File: src/rtl/montgomery_exp_window.sv
// Constant-time x^e mod m using fixed-window left-to-right exponentiation over a
// radix-2 bit-serial Montgomery multiplier; R^2 mod m is derived internally.
module montgomery_exp_window #(
    parameter int WORD_WIDTH = 32,
    parameter int E_WIDTH    = 17,
    parameter int WINDOW     = 4
) (
    input  logic                  clk,
    input  logic                  reset,
    input  logic                  enable,
    input  logic [WORD_WIDTH-1:0] x,
    input  logic [E_WIDTH-1:0]    e,
    input  logic [WORD_WIDTH-1:0] m,
    output logic                  busy,
    output logic                  done,
    output logic                  error,
    output logic [WORD_WIDTH-1:0] exp_result
);

    localparam int NW    = (E_WIDTH + WINDOW - 1) / WINDOW;
    localparam int TSIZE = 1 << WINDOW;
    localparam int EXT   = NW * WINDOW;
    localparam int MCW   = $clog2(WORD_WIDTH + 1);
    localparam int RCW   = $clog2(2 * WORD_WIDTH + 1);
    localparam int SQW   = $clog2(WINDOW + 1);
    localparam int WIW   = $clog2(NW + 1);

    typedef enum logic [2:0] {IDLE, R2, TOMONT, TABLE, EXP, FROMMONT, DONE} state_t;

    state_t                state;
    logic [WORD_WIDTH-1:0] x_reg, m_reg, v, r2, a_sh, b_op;
    logic [EXT-1:0]        e_sh;
    logic [WORD_WIDTH+1:0] t;
    logic [MCW-1:0]        mm_cnt;
    logic [RCW-1:0]        r2_cnt;
    logic [WORD_WIDTH-1:0] tbl [TSIZE];
    logic                  phase, fin;
    logic [WINDOW-1:0]     tbl_idx;
    logic [SQW-1:0]        sq_cnt;
    logic [WIW-1:0]        win_idx;

    logic [WORD_WIDTH+1:0] t_add, t_odd, t_step;
    logic [WORD_WIDTH-1:0] mm_res, v_next;
    logic [WORD_WIDTH:0]   v_dbl;
    logic [WINDOW-1:0]     digit;
    logic                  mm_last;

    // One multiplier iteration, the final conditional subtraction, and one R2 doubling.
    always_comb begin
        t_add   = t + (a_sh[0] ? {2'b00, b_op} : '0);
        t_odd   = t_add[0] ? t_add + {2'b00, m_reg} : t_add;
        t_step  = t_odd >> 1;
        mm_res  = WORD_WIDTH'((t >= {2'b00, m_reg}) ? t - {2'b00, m_reg} : t);
        v_dbl   = {v, 1'b0};
        v_next  = (v_dbl >= {1'b0, m_reg}) ? WORD_WIDTH'(v_dbl - {1'b0, m_reg})
                                           : v_dbl[WORD_WIDTH-1:0];
        digit   = e_sh[EXT-1 -: WINDOW];
        mm_last = (mm_cnt == MCW'(WORD_WIDTH));
    end

    always_ff @(posedge clk) begin
        if (reset) begin
            state      <= IDLE;
            busy       <= 1'b0;
            done       <= 1'b0;
            error      <= 1'b0;
            exp_result <= '0;
            fin        <= 1'b0;
        end else begin
            case (state)
                IDLE, DONE: begin
                    if (enable) begin
                        x_reg  <= x;
                        m_reg  <= m;
                        e_sh   <= EXT'(e);
                        done   <= 1'b0;
                        error  <= 1'b0;
                        busy   <= 1'b1;
                        v      <= WORD_WIDTH'(1);
                        r2_cnt <= '0;
                        fin    <= 1'b0;
                        state  <= R2;
                    end
                end
                R2: begin
                    // The first cycle only screens the modulus; doublings follow.
                    if (r2_cnt == '0) begin
                        if (!m_reg[0]) begin
                            done       <= 1'b1;
                            error      <= 1'b1;
                            busy       <= 1'b0;
                            exp_result <= '0;
                            state      <= DONE;
                        end else begin
                            r2_cnt <= r2_cnt + 1'b1;
                        end
                    end else begin
                        v      <= v_next;
                        r2_cnt <= r2_cnt + 1'b1;
                        if (r2_cnt == RCW'(2 * WORD_WIDTH)) begin
                            r2     <= v_next;
                            a_sh   <= WORD_WIDTH'(1);
                            b_op   <= v_next;
                            t      <= '0;
                            mm_cnt <= '0;
                            phase  <= 1'b0;
                            state  <= TOMONT;
                        end
                    end
                end
                default: begin
                    if (fin) begin
                        done  <= 1'b1;
                        busy  <= 1'b0;
                        state <= DONE;
                    end else if (!mm_last) begin
                        t      <= t_step;
                        a_sh   <= a_sh >> 1;
                        mm_cnt <= mm_cnt + 1'b1;
                    end else begin
                        // Product complete: store it and queue the next multiplication.
                        t      <= '0;
                        mm_cnt <= '0;
                        case (state)
                            TOMONT: begin
                                if (!phase) begin
                                    tbl[0] <= mm_res;
                                    a_sh   <= x_reg;
                                    b_op   <= r2;
                                    phase  <= 1'b1;
                                end else begin
                                    tbl[1] <= mm_res;
                                    if (TSIZE > 2) begin
                                        a_sh    <= mm_res;
                                        b_op    <= mm_res;
                                        tbl_idx <= WINDOW'(2);
                                        state   <= TABLE;
                                    end else begin
                                        a_sh    <= tbl[0];
                                        b_op    <= tbl[0];
                                        sq_cnt  <= '0;
                                        win_idx <= WIW'(NW - 1);
                                        state   <= EXP;
                                    end
                                end
                            end
                            TABLE: begin
                                tbl[tbl_idx] <= mm_res;
                                if (tbl_idx == WINDOW'(TSIZE - 1)) begin
                                    a_sh    <= tbl[0];
                                    b_op    <= tbl[0];
                                    sq_cnt  <= '0;
                                    win_idx <= WIW'(NW - 1);
                                    state   <= EXP;
                                end else begin
                                    tbl_idx <= tbl_idx + 1'b1;
                                    a_sh    <= mm_res;
                                    b_op    <= tbl[1];
                                end
                            end
                            EXP: begin
                                // Zero digits still multiply by T[0] to keep timing flat.
                                if (sq_cnt == SQW'(WINDOW)) begin
                                    a_sh   <= mm_res;
                                    sq_cnt <= '0;
                                    if (win_idx == '0) begin
                                        b_op  <= WORD_WIDTH'(1);
                                        state <= FROMMONT;
                                    end else begin
                                        b_op    <= mm_res;
                                        win_idx <= win_idx - 1'b1;
                                    end
                                end else if (sq_cnt == SQW'(WINDOW - 1)) begin
                                    a_sh   <= mm_res;
                                    b_op   <= tbl[digit];
                                    e_sh   <= e_sh << WINDOW;
                                    sq_cnt <= SQW'(WINDOW);
                                end else begin
                                    a_sh   <= mm_res;
                                    b_op   <= mm_res;
                                    sq_cnt <= sq_cnt + 1'b1;
                                end
                            end
                            default: begin
                                exp_result <= mm_res;
                                fin        <= 1'b1;
                            end
                        endcase
                    end
                end
            endcase
        end
    end

endmodule

File: config.mk
export PLATFORM = sky130hd
export DESIGN_NAME = montgomery_exp_window
export DESIGN_NICKNAME = d
export VERILOG_FILES = /design/src/rtl/montgomery_exp_window.sv
export SDC_FILE = /design/constraint.sdc
export NUM_CORES = 1
export LEC_CHECK = 0
export BUFFER_PORTS_ARGS = -buffer_cell sky130_fd_sc_hd__buf_2
export CAP_MARGIN = 10
export CORE_MARGIN = 3
export CORE_UTILIZATION = 55
export CTS_CLUSTER_DIAMETER = 60
export DETAILED_ROUTE_END_ITERATION = 8
export GPL_TIMING_DRIVEN = 0
export PLACE_DENSITY_LB_ADDON = 0.25
export SYNTH_ARGS = -nofsm -noshare
export SYNTH_HDL_FRONTEND = slang
export SYNTH_SLANG_ARGS = --single-unit
File: constraint.sdc
create_clock -name clk -period 6.75 [get_ports clk]
set_input_delay 1.0125 -clock clk [delete_from_list [all_inputs] [get_ports clk]]
set_output_delay 1.0125 -clock clk [all_outputs]
set_load 0.02 [all_outputs]
==> results.md <==
- Outcome: finished, final reports clean
- Register area: 24,300 sq um
- Synth Area in Simple Gates: 0.0838
- Post-Synth XOR/XNOR Area: 0.0217
- Fmax: 0.157 GHz
- Max-slew headroom: 0.149
- WL per Instance: 31.3 um
- Iter 0 DRT Violations: 4,005
- Endpoints failing setup: 0
- Worst hold start: exp_result[23]
- Post-synth EDFFs: 781
- Post-Syn Area: 41,200 sq um
- Site Rows: 99
- Layout area overhead: 13.8%
- Setup ws final: 0.368 ns
- Tcrit/Tclk final: 0.945
- HP Class: register to register
- Vias in the first global route: 28,995
- Core Region: 73,600 sq um
- Mux cell area share after synthesis: 0.108
- First-pass GRT wire length: 197,000 um
- DRT antenna net count: 0
- Total gr overflow: 0
- Initial antenna violation count: 6
- Hold Path Stages: 2
- Seq/Total Area, Yosys: 0.590
- WP data arrival: 6.72 ns
- Crit path required time: 7.08 ns
- Worst Setup SP: a_sh[0]
- Layout cell share with drive strength beyond 1: 0.171
- H-tree levels: 3
- Starting Density: 0.560
- Final clock skew: 0.0737 ns
- RSZ-0062 raised after global routing: no
- Number of port buffers: 118
- Hold Fails Final Rpt: 0
- Post-synthesis compound-gate area fraction: 0.126
- Placed Instances: 4,214
- CTS tree: done
- Fin nets: 3,573
- GP Congestion: 1.04
- Most flop-heavy register: tbl
- Pleak: 16.6 nW
- Main synth FF type: edfxtp_1
- Non-Filler Instances: 4,378
- Max reg flops: 512
- Die ar.: 78,300 sq um
- Area of the multi-input gates: 16,100 sq um
- Largest net degree at the start of global routing: 31
- Synth area leaders: edfxtp_1 57%, mux4_2 8.7%, ha_1 4.2%
- Synthesis warning total: 0
- Drt total wl: 137,000 um
- Max clock buf depth: 3
- CP startpoint kind: register
- Crit end category: register
- Hold-fix buffers, CTS: 0
- Post-DP HPWL: 101,000 um
- CP Class: register to register
- Die height: 280 um
- Top cell type's share of synthesized area: 0.569
- Slew Viols, Final: 0
- Via Count: 29,753
- Vias/cell: 6.80
- Ys async rst share: 0
- Worst-margin pin slew: 1.27 ns
- Cells after Synth: 3,097
- Worst Path Max Fanout: 10
- Commonest cells in the netlist: 781 x edfxtp_1, 226 x a21oi_1, 225 x nor2_1, 218 x nand2_1, 159 x mux4_2
- Die W: 280 um
- Yosys reg bits: 824
- Area leader, netlist: edfxtp_1
- Max-cap violation count: 0
- Clk slew on worst S/H paths: 0.06 ns
- Syn Nets: 3,325
- TritonCTS buffer count: 88
- Largest regs: tbl: 512 flops, t: 33 flops
- Dpl ws: -0.0308 ns
- Unique cell type count in the Yosys netlist: 101
- Clock latency on the worst-skew pair: 0.67 ns
- Crit Reg-Reg Startpoint: a_sh[0]
- Main combinational cell family by area after synthesis: compound AO/OA/AOI/OAI gates
- Fin crit period: 6.38 ns
- R2R depth: 17
- Residual DRC: 0
- Final core utilization: 0.638
- Most frequent cell after synthesis: edfxtp_1
- PwrDens: 543 nW/um^2
- Drt pass-1 iters: 9
- Peak VDD IR: 0.329 mV
- Clock root buffer: clkbuf_16
- GRT Total Usage: 0.348
- # fillers: 5,337
- Syn Area/Cell: 13.3 sq um
- IO Pins: 119
- Post-synthesis adder-cell area fraction: 0.0444
- CTS Sinks: 824
==> repair_timing <==
action,4_1_cts,5_1_grt
setup endpoints to repair,1,3
gates resized for setup,1,3
endpoints found under the hold margin,0,0
buffers inserted,0,0
pin swaps,0,0
==> cell families (layout without fill, tap and decap cells) <==
group	after synthesis	in the layout
AOI/OAI and AO/OA	787	787
xor gates and xnor gates	102	102
muxes	237	237
DFF	824	824
and+or+nand+nor	739	739
adders and majority gates	144	144
buffers and inverters	264	584
other	0	2
==> area by class of cell <==
| type | count | share of cell area |
|---|---|---|
| sequential | 824 | 0.518 |
| multi-input combinational | 2009 | 0.343 |
| clock inverter | 53 | 0.0139 |
| timing repair buffer | 158 | 0.0260 |
| buffer | 143 | 0.0136 |
| antenna | 2 | 0.000107 |
| inverter | 121 | 0.00968 |
| clock buffer | 109 | 0.0497 |
| tap | 959 | 0.0256 |
==> routing by layer <==
| metal | wire [um] | global-route usage | up-vias | share of wire |
|---|---|---|---|---|
| li1 | - | - | 12574 | - |
| met1 | 50000 | 0.450 | 14756 | 0.36 |
| met2 | 65200 | 0.575 | 2007 | 0.48 |
| met3 | 13400 | 0.0574 | 414 | 0.098 |
| met4 | 8450 | 0.176 | 2 | 0.062 |
| met5 | 19 | 0 | - | 0.00014 |
==> final timing paths <==
| kind | end | slack, ns |
|---|---|---|
| worst max-delay path | t[20] | 0.37 |
| worst min-delay path | exp_result[23] | 0.45 |
| worst max register to register | t[20] | 0.37 |
| worst min register to register | exp_result[23] | 0.45 |
==> power by group <==
| group | switching (W) | internal (W) | total (W) |
|---|---|---|---|
| sequential | 0.000359 | 0.00769 | 0.00805 |
| combinational | 0.00840 | 0.00409 | 0.0125 |
| clock | 0.00211 | 0.00284 | 0.00495 |
| total | 0.0109 | 0.0146 | 0.0255 |
==> stage by stage <==
step | total power (W) | setup TNS (ns) | cell area (sq um) | hold WS, ns
2_1_floorplan | 0.0158 | 0 | 41200 | 0.449
3_3_place_gp | 0.0196 | -283.86 | 43000 | 0.448
3_5_place_dp | 0.0201 | -0.0308 | 43900 | 0.450
4_1_cts | 0.0251 | 0 | 46900 | 0.456
5_1_grt | 0.0264 | 0 | 46900 | 0.484
6_report | 0.0255 | 0 | 46900 | 0.453
==> placed cells by master (no fill, tap or decap), types with 12 or more instances in the layout <==
cell,netlist,routed
o21ai_0,153,152
a221o_1,12,12
o21a_1,38,38
nand3_1,48,48
mux2_2,36,36
clkbuf_16,0,88
a31oi_1,25,25
clkinv_1,1,14
ha_1,140,140
o211ai_1,27,27
inv_1,119,119
a221oi_1,26,25
a22oi_1,28,27
buf_2,21,139
edfxtp_1,781,781
nor3_1,44,41
nand4_1,20,20
a211oi_1,53,52
a21oi_1,226,225
nor2_1,225,212
and2_1,60,60
mux2i_1,37,37
buf_6,5,14
xor2_1,26,26
nand2_1,218,218
dfxtp_1,43,43
mux4_2,159,159
a21o_1,46,46
and3_1,28,28
buf_12,2,17
nand2b_1,13,13
nor2b_1,20,20
or3_1,15,15
nor2_4,0,13
clkinv_2,0,13
xnor2_1,76,76
o21bai_1,13,13
clkbuf_1,106,122
==> critical path, stage by stage (launching register included) <==
cell and delay, ns:
edfxtp_1 0.66, clkbuf_1 0.31, and2_1 0.25, ha_1 0.27, a211oi_1 0.35, o211ai_1 0.24, a31o_2 0.30, a21o_1 0.19
xor2_1 0.20, ha_1 0.30, nand2_1 0.13, o21ai_0 0.33, nor4_1 0.97, o31ai_1 0.43, a311oi_1 0.61, o21ai_0 0.22
xnor2_1 0.16, o21ai_0 0.11
No activity file was read; power rests on OpenSTA's default activity.
